<file path="config.mk">
export PLATFORM = sky130hd
export DESIGN_NAME = force_pwm_driver
export DESIGN_NICKNAME = d
export VERILOG_FILES = /design/src/rtl/pendulum_pkg.sv /design/src/rtl/force_to_duty.sv /design/src/rtl/force_pwm_driver.sv
export SDC_FILE = /design/constraint.sdc
export NUM_CORES = 1
export LEC_CHECK = 0
export ABC_AREA = 1
export ABC_CLOCK_PERIOD_IN_PS = 4150
export BUFFER_PORTS_ARGS = -buffer_cell sky130_fd_sc_hd__buf_2
export CAP_MARGIN = 5
export CORE_MARGIN = 8
export CORE_UTILIZATION = 59
export CTS_CLUSTER_DIAMETER = 120
export DETAILED_ROUTE_END_ITERATION = 10
export PLACE_DENSITY = 0.82
export SETUP_SLACK_MARGIN = 0.2
export SYNTH_ARGS = -nofsm -noshare
export SYNTH_HDL_FRONTEND = slang
export SYNTH_SLANG_ARGS = --single-unit
</file>
<file path="constraint.sdc">
create_clock -name clk -period 4.15 [get_ports clk]
set_clock_uncertainty 0.1 [all_clocks]
set_input_delay 0.415 -clock clk [delete_from_list [all_inputs] [get_ports clk]]
set_output_delay 0.415 -clock clk [all_outputs]
set_load 0.1 [all_outputs]
</file>
<file path="src/rtl/pendulum_pkg.sv">
// pendulum_pkg: shared types and default constants for the force PWM driver
package pendulum_pkg;
    typedef logic signed [15:0] force_t;
    typedef enum logic [1:0] {IDLE, RUN, DEAD, FAULT} state_t;
    localparam int DEF_CNT_W        = 10;
    localparam int DEF_PERIOD       = 1024;
    localparam int DEF_DUTY_SHIFT   = 5;
    localparam int DEF_DEADBAND     = 64;
    localparam int DEF_DEADTIME     = 16;
    localparam int DEF_WDOG_PERIODS = 4;
endpackage

</file>
<file path="src/rtl/force_to_duty.sv">
// force_to_duty: signed force command to PWM duty, direction and zero flag
module force_to_duty
    import pendulum_pkg::*;
#(
    parameter int CNT_W      = DEF_CNT_W,
    parameter int PERIOD     = DEF_PERIOD,
    parameter int DUTY_SHIFT = DEF_DUTY_SHIFT,
    parameter int DEADBAND   = DEF_DEADBAND
) (
    input  force_t           force_in,
    output logic [CNT_W-1:0] duty,
    output logic             dir,
    output logic             zero
);
    logic [16:0] mag;
    logic [16:0] mag_sat;
    logic [16:0] steps;
    // abs with -32768 pinned to full scale, then deadband, shift and clamp to the period
    always_comb begin
        mag     = force_in[15] ? 17'd0 - {force_in[15], force_in} : {1'b0, force_in};
        mag_sat = (mag > 17'd32767) ? 17'd32767 : mag;
        steps   = mag_sat >> DUTY_SHIFT;
        zero    = mag_sat < 17'(DEADBAND);
        dir     = force_in[15];
        duty    = zero ? '0 : ((steps > 17'(PERIOD - 1)) ? CNT_W'(PERIOD - 1) : steps[CNT_W-1:0]);
    end
endmodule

</file>
<file path="src/rtl/force_pwm_driver.sv">
// force_pwm_driver: force command to H-bridge PWM with deadband, dead time and command watchdog
module force_pwm_driver
    import pendulum_pkg::*;
#(
    parameter int CNT_W        = DEF_CNT_W,
    parameter int PERIOD       = DEF_PERIOD,
    parameter int DUTY_SHIFT   = DEF_DUTY_SHIFT,
    parameter int DEADBAND     = DEF_DEADBAND,
    parameter int DEADTIME     = DEF_DEADTIME,
    parameter int WDOG_PERIODS = DEF_WDOG_PERIODS
) (
    input  logic               clk,
    input  logic               rst_n,
    input  logic signed [15:0] force_in,
    input  logic               force_valid,
    output logic               pwm_a,
    output logic               pwm_b,
    output logic               dir,
    output logic [CNT_W-1:0]   duty_applied,
    output logic               period_start,
    output logic               wdog_fault
);
    localparam int WD_W = $clog2(WDOG_PERIODS + 1);

    logic [CNT_W-1:0] cnt_q, cnt_d, duty_applied_q, duty_applied_d, new_duty;
    logic [WD_W-1:0]  wd_cnt_q, wd_cnt_d;
    force_t           pend_q, pend_d, load_force;
    state_t           state_q, state_d;
    logic             started_q, pend_new_q, pend_new_d, dir_q, dir_d;
    logic             pwm_a_q, pwm_a_d, pwm_b_q, pwm_b_d, period_start_q, period_start_d;
    logic             wdog_fault_q, wdog_fault_d, new_dir, new_zero, bnd, load, flip, on;

    // a strobe on the boundary cycle bypasses the pending register straight into the load
    assign load_force = force_valid ? force_in : pend_q;

    force_to_duty #(
        .CNT_W     (CNT_W),
        .PERIOD    (PERIOD),
        .DUTY_SHIFT(DUTY_SHIFT),
        .DEADBAND  (DEADBAND)
    ) u_ftd (
        .force_in(load_force),
        .duty    (new_duty),
        .dir     (new_dir),
        .zero    (new_zero)
    );

    // next counter, capture, watchdog and boundary load; outputs decoded from the next state
    always_comb begin
        bnd            = started_q && (cnt_q == CNT_W'(PERIOD - 1));
        cnt_d          = (!started_q || bnd) ? '0 : cnt_q + CNT_W'(1);
        load           = bnd && (force_valid || pend_new_q);
        flip           = !new_zero && (new_dir != dir_q);
        pend_d         = force_valid ? force_in : pend_q;
        pend_new_d     = !bnd && (force_valid || pend_new_q);
        wd_cnt_d       = force_valid ? '0 : wd_cnt_q;
        wdog_fault_d   = wdog_fault_q && !force_valid;
        state_d        = state_q;
        duty_applied_d = duty_applied_q;
        dir_d          = dir_q;
        if (load) begin
            duty_applied_d = new_duty;
            dir_d          = new_zero ? dir_q : new_dir;
            state_d        = (state_q == IDLE || !flip) ? RUN : DEAD;
        end else if (bnd && (state_q == RUN || state_q == DEAD)) begin
            wd_cnt_d     = wd_cnt_q + WD_W'(1);
            wdog_fault_d = wd_cnt_d == WD_W'(WDOG_PERIODS);
            state_d      = wdog_fault_d ? FAULT : RUN;
        end
        on             = (state_d == RUN || (state_d == DEAD && cnt_d >= CNT_W'(DEADTIME)))
                         && (cnt_d < duty_applied_d);
        pwm_a_d        = on && !dir_d;
        pwm_b_d        = on && dir_d;
        period_start_d = cnt_d == '0;
    end

    // state registers; reset drops the gates at once and restarts the frame at cnt 0
    always_ff @(posedge clk or negedge rst_n) begin
        if (!rst_n) begin
            cnt_q          <= '0;
            started_q      <= 1'b0;
            pend_q         <= '0;
            pend_new_q     <= 1'b0;
            wd_cnt_q       <= '0;
            state_q        <= IDLE;
            duty_applied_q <= '0;
            dir_q          <= 1'b0;
            wdog_fault_q   <= 1'b0;
            pwm_a_q        <= 1'b0;
            pwm_b_q        <= 1'b0;
            period_start_q <= 1'b0;
        end else begin
            cnt_q          <= cnt_d;
            started_q      <= 1'b1;
            pend_q         <= pend_d;
            pend_new_q     <= pend_new_d;
            wd_cnt_q       <= wd_cnt_d;
            state_q        <= state_d;
            duty_applied_q <= duty_applied_d;
            dir_q          <= dir_d;
            wdog_fault_q   <= wdog_fault_d;
            pwm_a_q        <= pwm_a_d;
            pwm_b_q        <= pwm_b_d;
            period_start_q <= period_start_d;
        end
    end

    assign pwm_a        = pwm_a_q;
    assign pwm_b        = pwm_b_q;
    assign dir          = dir_q;
    assign duty_applied = duty_applied_q;
    assign period_start = period_start_q;
    assign wdog_fault   = wdog_fault_q;
endmodule

</file>
[Word-level counts from Yosys, hierarchy flattened]
Index checks and enable logic that the tools add are counted.
Word-level totals
  flip-flop bits (word level): 48
  latch bits: 0
  memory bits (writable): 0
  memory bits (read-only): 0
  input bits: 19
  output and inout port bits: 15
  memories: 0
Operators by class
  add/sub/neg operators: 3
  multipliers: 0
  divide/modulo/power cells: 0
  $lt $le $gt $ge: 5
  equality and inequality tests: 7
  shifts and indexed selects: 0
  multiplexer cells: 18
  bitwise gates (word level): 0
  reduce and logical (&&, ||, !) cells: 23
Operators by type and width (number)
  10-bit two-way mux: 4
  17-bit two-way mux: 2
  17-bit by 15-bit > comparator with 1-bit output, second input constant: 1
  17-bit by 7-bit less-than comparator with 1-bit output, second input constant: 1
  1-bit by 16-bit subtractor with 17-bit output, first input constant: 1
  16-bit two-way mux: 1
  12-bit by 10-bit > comparator with 1-bit output, second input constant: 1
  10-bit by 1-bit adder with 10-bit output, second input constant: 1
  10-bit equality test, second input constant: 1
  10-bit by 5-bit greater-or-equal comparator with 1-bit output, second input constant: 1
  1-bit logical AND: 10
  10-bit logical NOT: 1
  10-bit less-than comparator: 1
  3-bit two-way mux: 3
  2-bit two-way mux: 4
  1-bit logical NOT: 6
  1-bit logical OR: 5
  2-bit by 1-bit equality test with 1-bit output, second input constant: 2
  2-bit equality test, second input constant: 2
  1-bit two-way mux: 4
  3-bit by 1-bit adder with 3-bit output, second input constant: 1
  3-bit equality test, second input constant: 1
  2-bit logical NOT: 1
  1-bit inequality test: 1

[Depth between registers and ports, before layout]
Gate-level depths: netlist (run 1).
  depth in word-level cells: 17
  mapped depth: 28
  gate-level depth less buffers: 26

[By module]
A second synthesis (run 1) with hierarchy kept.
Second synthesis, totals
  cells, all modules: 342
  area, all modules: 2876.5 um^2
By module, submodules not included
  force_pwm_driver: instances 1, cells an instance 246, area each 2379.8 um^2, seq. area each 1201.2 um^2
  force_to_duty: instances 1, cells an instance 96, area each 496.7 um^2, seq. area each 0.0 um^2

[Least setup slack after synthesis (run 1)]
No wires, ideal clock.
  kind: input to register
  from: input port force_valid
  to: register pwm_b_q (netlist: pwm_b)
  setup time: 72 ps
  arrival time: 2820 ps
  data required time: 3978 ps
  setup slack: 1158 ps
  stages: 27
  cells stage by stage: buf_6 inv_6 buf_8 nand2_1 nand2_2 ha_1 nand3_1 nor2_2 nand3_1 nand3_1 nand2_1 nand2_1 nor2_1 nand2_1 nor2_1 nand2_2 nand2_1 o22ai_1 inv_1 ha_1 nand3_1 a31oi_1 a2111oi_0 nand2_1 a21oi_2 nand2_1 nor2_1
RTL lines
  from (decl): RTL line force_pwm_driver.sv:15  | input logic force_valid,
  16-bit two-way mux
  1-bit by 16-bit subtractor with 17-bit output: RTL line force_to_duty.sv:20  | mag = force_in[15] ? 17'd0 - {force_in[15], force_in} : {1'b0, force_in};
  17-bit two-way mux: RTL line force_to_duty.sv:20
  17-bit by 15-bit > comparator with 1-bit output: RTL line force_to_duty.sv:21  | mag_sat = (mag > 17'd32767) ? 17'd32767 : mag;
  17-bit two-way mux: RTL line force_to_duty.sv:21
  12-bit by 10-bit > comparator with 1-bit output: RTL line force_to_duty.sv:25  | duty = zero ? '0 : ((steps > 17'(PERIOD - 1)) ? CNT_W'(PERIOD - 1) : steps[CNT_W-1:0]);
  10-bit two-way mux (2 in a row): RTL line force_to_duty.sv:25
  10-bit two-way mux *: RTL line force_pwm_driver.sv:61  | if (load) begin
  named net duty_applied_d[2]: RTL line force_pwm_driver.sv:25  | logic [CNT_W-1:0] cnt_q, cnt_d, duty_applied_q, duty_applied_d, new_duty;
  10-bit less-than comparator *: RTL line force_pwm_driver.sv:71  | && (cnt_d < duty_applied_d);
  1-bit logical AND *: RTL line force_pwm_driver.sv:71
  1-bit logical AND *: RTL line force_pwm_driver.sv:73  | pwm_b_d = on && dir_d;
  named net pwm_b_d: RTL line force_pwm_driver.sv:30  | logic pwm_a_q, pwm_a_d, pwm_b_q, pwm_b_d, period_start_q, period_start_d;
  to (signal assigned): RTL line force_pwm_driver.sv:103  | pwm_b_q <= pwm_b_d;
  to (decl): RTL line force_pwm_driver.sv:30
The timed path passes the listed nets; every way through them passes the cells marked *.

[Worst setup path after layout (run 1)]
  from: register cnt_q[0]
  to: register pwm_a_q (netlist: pwm_a)
RTL lines
  from (decl): RTL line force_pwm_driver.sv:25
  from (signal assigned): RTL line force_pwm_driver.sv:93  | cnt_q <= cnt_d;
  10-bit equality test: RTL line force_pwm_driver.sv:50  | bnd = started_q && (cnt_q == CNT_W'(PERIOD - 1));
  1-bit logical AND: RTL line force_pwm_driver.sv:50
  1-bit logical AND: RTL line force_pwm_driver.sv:52  | load = bnd && (force_valid || pend_new_q);
  10-bit two-way mux: RTL line force_pwm_driver.sv:61
  named net duty_applied_d[4]: RTL line force_pwm_driver.sv:25
  10-bit less-than comparator: RTL line force_pwm_driver.sv:71
  1-bit logical AND: RTL line force_pwm_driver.sv:71
  1-bit logical AND: RTL line force_pwm_driver.sv:72  | pwm_a_d = on && !dir_d;
  named net pwm_a_d: RTL line force_pwm_driver.sv:30
  to (signal assigned): RTL line force_pwm_driver.sv:102  | pwm_a_q <= pwm_a_d;
  to (decl): RTL line force_pwm_driver.sv:30
The timed path passes the listed nets, and every way through them passes these cells.

==> out/metrics.yaml, run 1 <==
synthesis:
  synth_area_leaders: "dfrtp_1, nand2_1, inv_1"
  synth_cell_type_count: 35
  ys_ff_latch: 48
  synthCells: 419
  yosysSeqAreaShare: 0.400
  synthesis.nets: 452
  syn_area_per_cell_um2: 7.18
  yosys_warnings: 0
  synth_area_leader_cell: "dfrtp_1"
  netlist.area_leader.share: 0.400
  syn_area_mm2: 0.00301
grt:
  antenna_found_initial: 0
  grt_pass1_wl_mm: 10.8
  grt.total_usage: 0.180
  grt_pass1_vias: 2401
  grt_overflow: 0
  grt_max_degree: 49
layout:
  syn2layout_area_growth_pct: 9.49
  antenna_cells: 0
  drive_above_1_share: 0.187
  design.final.nets: 486
timing:
  max_slew_margin: 0.299
  period_needed_ns: 3.48
  drv_slew: 0
  rsz0062_at_grt: "false"
  setup_violations: 0
  hold_violations: 0
  tightest_slew_ns: 1.05
  setup_ws_ns: 0.674
  max_freq_mhz: 288
  tns_ns: 0
  post-route-period-util: 0.838
clock_tree:
  path_clk_slew_ns: 0.08
  cts_inserted_buffers: 5
  clk_latency_ns: 0.30
  cts_tree: "done"
  clock_path_buffers: 2
  root_buffer: "clkbuf_8"
  postCtsSetupRepairBufs: 0
  hold_buffers: 0
  htreeDepth: 2
  cts_sinks: 48
floorplanning:
  num_rows: 26
  start_util: 0.600
  die-area_mm2: 0.00764
  fp.dieH_um: 87.4
  core-area_mm2: 0.00501
  die_x_um: 87.4
  num_io_pins: 34
critical_path:
  path_class: "register to register"
  worstPathCellList: "ha_1, nand2_1, nor2_1, nand2_1, nor2_2, nand2_1, nor3_1, inv_1, nor2_4, inv_1, o21ai_0, inv_1, ha_1, nand2_1, inv_1, nand3_1, a31oi_1, a2111oi_1, nand2_1, a21oi_2, nand2_1, nor2_1"
  startpoint: "cnt_q[0]"
  worst-path-buf-inv: 4
  slowest_stage: "dfrtp_1"
  worst-path-stages: 22
  reg2reg_to: "pwm_a"
  cp-start-kind: "register"
  path_max_fanout: 10
  crit_path_end: "pwm_a"
  path_delay_family: "simple AND/OR/NAND/NOR gates"
  cp_common_cell: "nand2_1"
  r2r_slack_ns: 0.67
  end_kind: "register"
  crit-reg2reg-launch: "cnt_q[0]"
  cp.arrival_ns: 3.61
  rr_worst_depth: 22
  cp_slowest_stage_delay_ns: 0.38
  worstPathRequired_ns: 4.29
power_and_ir_drop:
  vdd_ir_drop_max_v: 0.000147
  powerDensity_mw_per_mm2: 308
  p_clk_frac: 0.283
  comb_power_share: 0.223
  p_leak_nw: 1.81
  p_sw_frac: 0.327
  power_switching_w: 0.000332
  pwr-share-seq: 0.494
  internal-power_w: 0.000683
placed_design:
  hpwlAfterDp_mm: 4.90
  portBuffers: 33
  preCtsSetupSlack_ns: 0.458
  gp_congestion: 0.889
drt:
  drt-initial-drc-count: 118
  drtPass1Iterations: 4
  viasPerCell: 4.79
  drt-total-wl_mm: 6.22
  antenna_left: 0
  drcViolationCount: 0
  wl_per_cell_um: 11.9
  num_vias: 2511
flow_run:
  cap_violations: 0
outcome:
  outcome: "completed"
hold_path:
  min_path_type: "input port to async pin"
-- stage by stage --
step                      total power [W]   util  hold slack [ns]  area [µm²]  std cells
after global routing              0.00108  0.657            0.279        3290        524
after global placement           0.000735  0.637            0.389        3190        516
after CTS                         0.00103  0.656            0.231        3290        524
final                             0.00102  0.657            0.196        3290        524
after floorplan                  0.000690      -           0.0194        3010        419
after detailed placement         0.000738  0.637            0.383        3190        516
-- layout by cell type, fill, tap and decap left out, drive strengths merged, types with 2 or more instances in the layout --
master  instances
nor2           56
dfrtp          48
ha             14
xnor2           2
nand2         145
o21ai          19
nor3            6
clkbuf          7
a21oi           8
nand3          27
inv            77
buf            33
-- cell usage after synthesis (all sizes together) --
| cell type | count |
|---|---|
| and2 | 1 |
| nand3 | 27 |
| conb | 1 |
| o22ai | 1 |
| nor3 | 6 |
| a21oi | 8 |
| dfrtp | 48 |
| xor2 | 1 |
| o21a | 1 |
| inv | 77 |
| o21ai | 19 |
| nand4 | 1 |
| a31oi | 1 |
| ha | 14 |
| nand2 | 145 |
| xnor2 | 2 |
| buf | 6 |
| a21o | 1 |
| a2111oi | 1 |
| nor2 | 56 |
| nor4 | 1 |
| nand3b | 1 |
-- flip-flops by register name, indices dropped and copies added, names as in the netlist --
name          flops
state_q           2
pend_new_q        1
pwm_a             1
dir               1
duty_applied     10
cnt_q            10
pend_q           16
wdog_fault        1
wd_cnt_q          3
started_q         1
period_start      1
pwm_b             1
-- layout make-up --
type                    instances  area (µm²)
clock buffers                   7        86.3
clock inverters                 1        7.51
fillers                       472        1720
inverters                      77         294
multi-input cells             288        1450
flip-flops and latches         48        1200
well taps                      70        87.6
repair buffers                 33         165
-- power groups by stage --
stage          registers [W]  logic, W  clock network, W
6_report            0.000501  0.000227          0.000287
3_3_place_gp        0.000510  0.000224                 0
5_1_grt             0.000504  0.000255          0.000316
4_1_cts             0.000502  0.000228          0.000297
2_1_floorplan       0.000565  0.000126                 0
3_5_place_dp        0.000511  0.000227                 0
-- cells by family (layout without fill, tap and decap cells) --
family,Yosys count,count (layout),share of synthesized area
other cells,1,1,0.00125
flops,48,48,0.399
simple gates,238,238,0.351
compound gates,32,32,0.0608
buf+inv,83,118,0.120
fa+ha+maj,14,14,0.0583
xor+xnor,3,3,0.00874
-- worst min-delay path by stage --
stage           startpoint          end  slack [ns]  depth (start not counted)
6_report             rst_n   pend_q[10]        0.20                          1
5_1_grt        force_in[4]    pend_q[4]        0.28                          3
4_1_cts              rst_n   pend_q[12]        0.23                          1
3_5_place_dp      cnt_q[0]     cnt_q[0]        0.38                          1
3_3_place_gp   wd_cnt_q[0]  wd_cnt_q[0]        0.39                          1
2_1_floorplan        rst_n     cnt_q[0]        0.02                          0
-- layer usage --
metal	share of wire	track usage	wire length [µm]	vias to the layer above
li1	-	-	-	1340
met1	0.49	0.236	3020	1124
met2	0.45	0.285	2810	41
met3	0.050	0.0396	310	6
met4	0.013	0.0563	82	0
met5	0	0	0	-
-- timing repair --
item                                   4_1_cts  5_1_grt
endpoints found under the hold margin        0        0
resized for setup                            0        2
setup endpoints to repair                    0        2
No activity file was read; power rests on OpenSTA's default activity.
==> inputs of run 2 (changes only) <==
--- a/config.mk
+++ b/config.mk
@@ -6,7 +6,7 @@
 export NUM_CORES = 1
 export LEC_CHECK = 0
 export ABC_AREA = 1
-export ABC_CLOCK_PERIOD_IN_PS = 4150
+export ABC_CLOCK_PERIOD_IN_PS = 3600
 export BUFFER_PORTS_ARGS = -buffer_cell sky130_fd_sc_hd__buf_2
 export CAP_MARGIN = 5
 export CORE_MARGIN = 8
==> constraint.sdc (replaced) <==
create_clock -name clk -period 3.6 [get_ports clk]
set_clock_uncertainty 0.1 [all_clocks]
set_input_delay 0.36 -clock clk [delete_from_list [all_inputs] [get_ports clk]]
set_output_delay 0.36 -clock clk [all_outputs]
set_load 0.1 [all_outputs]
==> out/metrics.yaml, run 2 (same netlist as run 1, synthesis figures left out) <==
outcome:
  outcome: "completed"
clock_tree:
  clk_latency_ns: 0.31  # about the same
  path_clk_slew_ns: 0.09  # about the same
  cts_tree: "done"
  cts_inserted_buffers: 5  # unchanged
  cts_sinks: 48  # unchanged
  clock_path_buffers: 2  # unchanged
  root_buffer: "clkbuf_8"
  hold_buffers: 0  # unchanged
  htreeDepth: 2  # unchanged
hold_path:
  min_path_type: "input port to async pin"
floorplanning:
  num_rows: 26  # unchanged
  die-area_mm2: 0.00764  # unchanged
  start_util: 0.600  # unchanged
  core-area_mm2: 0.00501  # unchanged
  fp.dieH_um: 87.4  # unchanged
  die_x_um: 87.4  # unchanged
  num_io_pins: 34  # unchanged
critical_path:
  end_kind: "register"
  cp_slowest_stage_delay_ns: 0.38  # about the same
  cp.arrival_ns: 3.59  # -0.02 ns
  cp_common_cell: "nand2_1"
  path_class: "register to register"
  cp-start-kind: "register"
  path_max_fanout: 5  # -5
  worstPathCellList: "ha_2, nand2_2, nor2_2, nand2_1, nor2_2, nand2_1, nor3_2, inv_1, nor2_4, buf_6, nand3_2, o21ai_2, ha_1, nand2_1, inv_2, nand3_2, a31oi_4, a2111oi_4, nand2_1, a21oi_2, nand2_1, nor2_1"
  worstPathRequired_ns: 3.74  # -0.55 ns
  rr_worst_depth: 22  # unchanged
  slowest_stage: "dfrtp_1"
layout:
  design.final.nets: 494  # +1.6%
  final_area_mm2: 0.00348  # +5.7%
  fill_cells: 417  # -12%
  drive_above_1_share: 0.251  # +0.0639
  final_common_cell: "nand2_1"
  final_cell_mix: "nand2_1, inv_1, dfrtp_1"
  largest_register: "pend_q"
  largest_reg_flops: 16  # unchanged
  layoutNonFillerInstCount: 532  # +1.5%
  antenna_cells: 0  # unchanged
  syn2layout_area_growth_pct: 15.7
drt:
  viasPerCell: 5.15  # +7.4%
  drcViolationCount: 0  # unchanged
  drt-initial-drc-count: 213  # +81%
  drtPass1Iterations: 5  # +1
  antenna_left: 0  # unchanged
  drt-total-wl_mm: 7.15  # +15%
  wl_per_cell_um: 13.4  # +13%
  num_vias: 2739  # +9.1%
timing:
  rsz0062_at_grt: "true"
  tightest_slew_ns: 1.06  # +0.00704 ns
  max_freq_mhz: 290  # +0.90%
  hold-worst-slack_ns: 0.144  # -0.0521 ns
  hold_violations: 0  # unchanged
  drv_slew: 0  # unchanged
  post-route-period-util: 0.957  # +0.119
  max_slew_margin: 0.294  # -0.00469
  setup_violations: 0  # unchanged
  period_needed_ns: 3.44  # -0.0311 ns
placed_design:
  hpwlAfterDp_mm: 4.91  # +0.26%
  portBuffers: 33  # unchanged
  gp_congestion: 0.886  # -0.29%
  dpl_cell_area_mm2: 0.00321  # +0.47%
  dp.cells: 518  # +0.39%
power_and_ir_drop:
  p_leak_nw: 1.87  # +3.3%
  comb_power_share: 0.237  # +0.014
  p_sw_frac: 0.336  # +0.00960
  pwr-share-seq: 0.484  # -0.010
  powerDensity_mw_per_mm2: 344  # +12%
  power_switching_w: 0.000403  # +21%
  internal-power_w: 0.000795  # +16%
  vdd_ir_drop_max_v: 0.000197  # +34%
  fin_total_pwr_w: 0.00120  # +18%
  p_clk_frac: 0.279  # -0.004
grt:
  antenna_found_initial: 0  # unchanged
  grt.total_usage: 0.183  # +0.00334
  grt_pass1_vias: 2487  # +3.6%
  grt_max_degree: 49  # unchanged
  grt_pass1_wl_mm: 11.2  # +3.1%
  grt_overflow: 0  # unchanged
flow_run:
  cap_violations: 0  # unchanged
-- run 2: changes by cell type in the layout (fill, tap and decap cells not counted), moves of 2 or more --
cell      change
ha_1          -3
buf_4         +7
ha_4          +2
clkinv_2      +2
nand3_2       +2
inv_1         -3
nand2_2       +3
nand3_1       -2
inv_2         +3
o21ai_0       -5
nand2_1       -4
o21ai_2       +4
-- run 2: stage by stage --
stage                util  setup slack, ns  TNS, ns
floorplan               -            0.615        0
detailed placement  0.640           -0.114   -0.206
CTS                 0.661            0.261        0
global route        0.695           -0.136   -0.244
global placement    0.640            0.122        0
finish              0.695            0.155        0
-- run 2: timing repair --
item | 4_1_cts | 5_1_grt
setup endpoints to repair | 2 | 2
gates resized for setup | 4 | 31
pin swaps | 0 | 17
setup buffers | 0 | 6
gates cloned | 0 | 0
-- run 2: critical path: cells and delay by family (launching register included) --
kind | cells | cell delay (ns)
and+or+nand+nor | 13 | 1.43
AOI/OAI and AO/OA | 4 | 0.69
adders and majority gates | 2 | 0.49
DFF | 1 | 0.38
buffers and inverters | 3 | 0.29
-- run 2: metal layers --
layer	vias up	global-route usage	part of all wire
li1	1358	-	-
met1	1257	0.239	0.43
met2	102	0.297	0.49
met3	22	0.0415	0.067
met4	0	0.0453	0.020
met5	-	0	0
-- run 2: final cells by class --
class	count	area, µm²	share of cell area
Inverter	77	297	0.0852
Multi-Input combinational cell	288	1570	0.452
Clock buffer	6	82.6	0.0237
Timing Repair Buffer	41	229	0.0658
Sequential cell	48	1200	0.345
Tap cell	70	87.6	0.0252
Clock inverter	2	10.0	0.00288
-- run 2: final timing paths --
| path | start | endpoint | slack, ns |
|---|---|---|---|
| setup / recovery | cnt_q[0] | pwm_b | 0.16 |
| hold / removal | rst_n | pend_q[12] | 0.14 |
| setup reg to reg | cnt_q[0] | pwm_b | 0.16 |
| hold reg to reg | cnt_q[0] | cnt_q[0] | 0.40 |
| max in group asynchronous | rst_n | pend_q[15] | 2.60 |
| min in group clk | force_in[4] | pend_q[4] | 0.22 |
-- run 2: power groups by stage --
stage | Clock, W | Combinational [W] | Sequential (W)
6_report | 0.000335 | 0.000283 | 0.000579
5_1_grt | 0.000365 | 0.000312 | 0.000582
4_1_cts | 0.000341 | 0.000266 | 0.000578
3_5_place_dp | 0 | 0.000263 | 0.000589
3_3_place_gp | 0 | 0.000259 | 0.000588
2_1_floorplan | 0 | 0.000145 | 0.000651
==> inputs of run 3 (changes only) <==
==> constraint.sdc (replaced) <==
create_clock -name clk -period 3.6 [get_ports clk]
set_clock_uncertainty 0.1 [all_clocks]
set_input_delay 0 -clock clk [delete_from_list [all_inputs] [get_ports clk]]
set_output_delay 0 -clock clk [all_outputs]
set_load 0.1 [all_outputs]
==> out/metrics.yaml, run 3 (same netlist as run 1, synthesis figures left out) <==
layout:
  final_common_cell: "nand2_1"
  multiInputGateArea_mm2: 0.00150  # -4.5%
  fill_cells: 418  # +0.24%
  largest_reg_flops: 16  # unchanged
  regArea_mm2: 0.00120  # unchanged
  design.final.nets: 504  # +2.0%
  largest_register: "pend_q"
  final_cell_mix: "nand2_1, inv_1, dfrtp_1"
  syn2layout_area_growth_pct: 17.7
  layoutNonFillerInstCount: 542  # +1.9%
  antenna_cells: 0  # unchanged
  drive_above_1_share: 0.214  # -0.0371
drt:
  wl_per_cell_um: 12.7  # -5.2%
  num_vias: 2692  # -1.7%
  drcViolationCount: 0  # unchanged
  viasPerCell: 4.97  # -3.5%
  drtPass1Iterations: 4  # -1
  drt-initial-drc-count: 175  # -18%
  antenna_left: 0  # unchanged
  drt-total-wl_mm: 6.91  # -3.4%
clock_tree:
  cts_inserted_buffers: 5  # unchanged
  root_buffer: "clkbuf_8"
  clock_path_buffers: 2  # unchanged
  clk_latency_ns: 0.32  # about the same
  htreeDepth: 2  # unchanged
  path_clk_slew_ns: 0.10  # about the same
  cts_tree: "done"
  cts_sinks: 48  # unchanged
hold_path:
  min-delay-start: "force_in[9]"
  min_path_type: "input port to register"
placed_design:
  dp.cells: 516  # -0.39%
  portBuffers: 33  # unchanged
  gp_congestion: 0.883  # -0.43%
  hpwlAfterDp_mm: 4.97  # +1.1%
timing:
  tightest_slew_ns: 1.08  # +0.0177 ns
  tns_ns: 0  # unchanged
  setup_violations: 0  # unchanged
  max_slew_margin: 0.282  # -0.0118
  hold-worst-slack_ns: 0.0146  # -0.129 ns
  max_freq_mhz: 315  # +8.6%
  rsz0062_at_grt: "true"
  drv_slew: 0  # unchanged
  period_needed_ns: 3.17  # -0.272 ns
  post-route-period-util: 0.881  # -0.0757
  hold_violations: 0  # unchanged
floorplanning:
  die-area_mm2: 0.00764  # unchanged
  die_x_um: 87.4  # unchanged
  start_util: 0.600  # unchanged
  num_rows: 26  # unchanged
  core-area_mm2: 0.00501  # unchanged
  num_io_pins: 34  # unchanged
  fp.dieH_um: 87.4  # unchanged
power_and_ir_drop:
  vdd_ir_drop_max_v: 0.000208  # +5.6%
  p_leak_nw: 1.90  # +1.6%
  powerDensity_mw_per_mm2: 361  # +4.8%
  fin_total_pwr_w: 0.00128  # +6.6%
grt:
  grt_pass1_vias: 2673  # +7.5%
  grt.total_usage: 0.195  # +0.0123
  grt_overflow: 0  # unchanged
  grt_pass1_wl_mm: 12.0  # +7.4%
  antenna_found_initial: 0  # unchanged
  grt_max_degree: 49  # unchanged
critical_path:
  path_max_fanout: 6  # +1
  end_kind: "register"
  crit-reg2reg-launch: "cnt_q[0]"
  cp.arrival_ns: 3.33  # -0.26 ns
  path_class: "register to register"
  cp-start-kind: "register"
  worstPathRequired_ns: 3.75  # about the same
  startpoint: "cnt_q[0]"
flow_run:
  cap_violations: 0  # unchanged
outcome:
  outcome: "completed"
-- run 3: cell type report --
type / instances / area share
clock inverter: 3 / 0.0131
inverter: 77 / 0.0831
multi-input combinational: 288 / 0.425
sequential: 48 / 0.339
clock buffer: 5 / 0.0194
tap: 70 / 0.0248
timing repair buffer: 51 / 0.0955
-- run 3: final timing paths --
kind / to / slack [ns] / cells after the start
max in group asynchronous: cnt_q[5] / 2.43 / 2
hold / removal: pend_q[9] / 0.01 / 5
setup / recovery: pwm_b / 0.43 / 22
setup reg to reg: pwm_b / 0.43 / 22
hold reg to reg: cnt_q[0] / 0.41 / 1
min in group asynchronous: pend_q[6] / 0.31 / 2
-- run 3: worst max-delay path: stages, from the launching register on --
cell	delay [ns]
dfrtp_1	0.38
ha_2	0.20
nand2_1	0.08
nor2_2	0.13
nand2_1	0.09
nor2_2	0.13
nand2_1	0.08
nor3_2	0.14
inv_1	0.09
nor2_4	0.16
inv_1	0.07
o21ai_1	0.17
inv_1	0.07
ha_1	0.28
nand2_1	0.07
inv_1	0.07
nand3_1	0.08
a31oi_1	0.09
a2111oi_2	0.23
nand2_1	0.12
a21oi_2	0.10
nand2_1	0.07
nor2_1	0.09
-- run 3: metal layers --
metal  up-vias  share of wire  GRT usage
li1       1375              -          -
met1      1233           0.45      0.253
met2        73           0.48      0.314
met3        11          0.057     0.0434
met4         0          0.013     0.0625
met5         -              0          0
-- run 3: per-stage QoR --
step                setup slack, ns  instance area [µm²]  utilization
floorplan                     0.615                 3010            -
CTS                           0.207                 3470        0.692
finish                        0.428                 3540        0.706
global route                  0.133                 3540        0.706
global placement              0.312                 3190        0.637
detailed placement            0.100                 3190        0.637
-- run 3: report_power, final --
part | leakage [nW] | internal [W] | switching [W]
Clock | 0.0548 | 0.000210 | 0.000206
Sequential | 0.588 | 0.000566 | 0.0000130
Combinational | 1.26 | 0.0000773 | 0.000205
Total | 1.90 | 0.000853 | 0.000423
-- run 3: repair_timing --
item	4_1_cts	5_1_grt
endpoints found under the hold margin	62	0
endpoints found under the setup margin	2	2
pin swaps	0	4
resized for setup	3	17
hold buffers	15	0
setup buffers	0	3
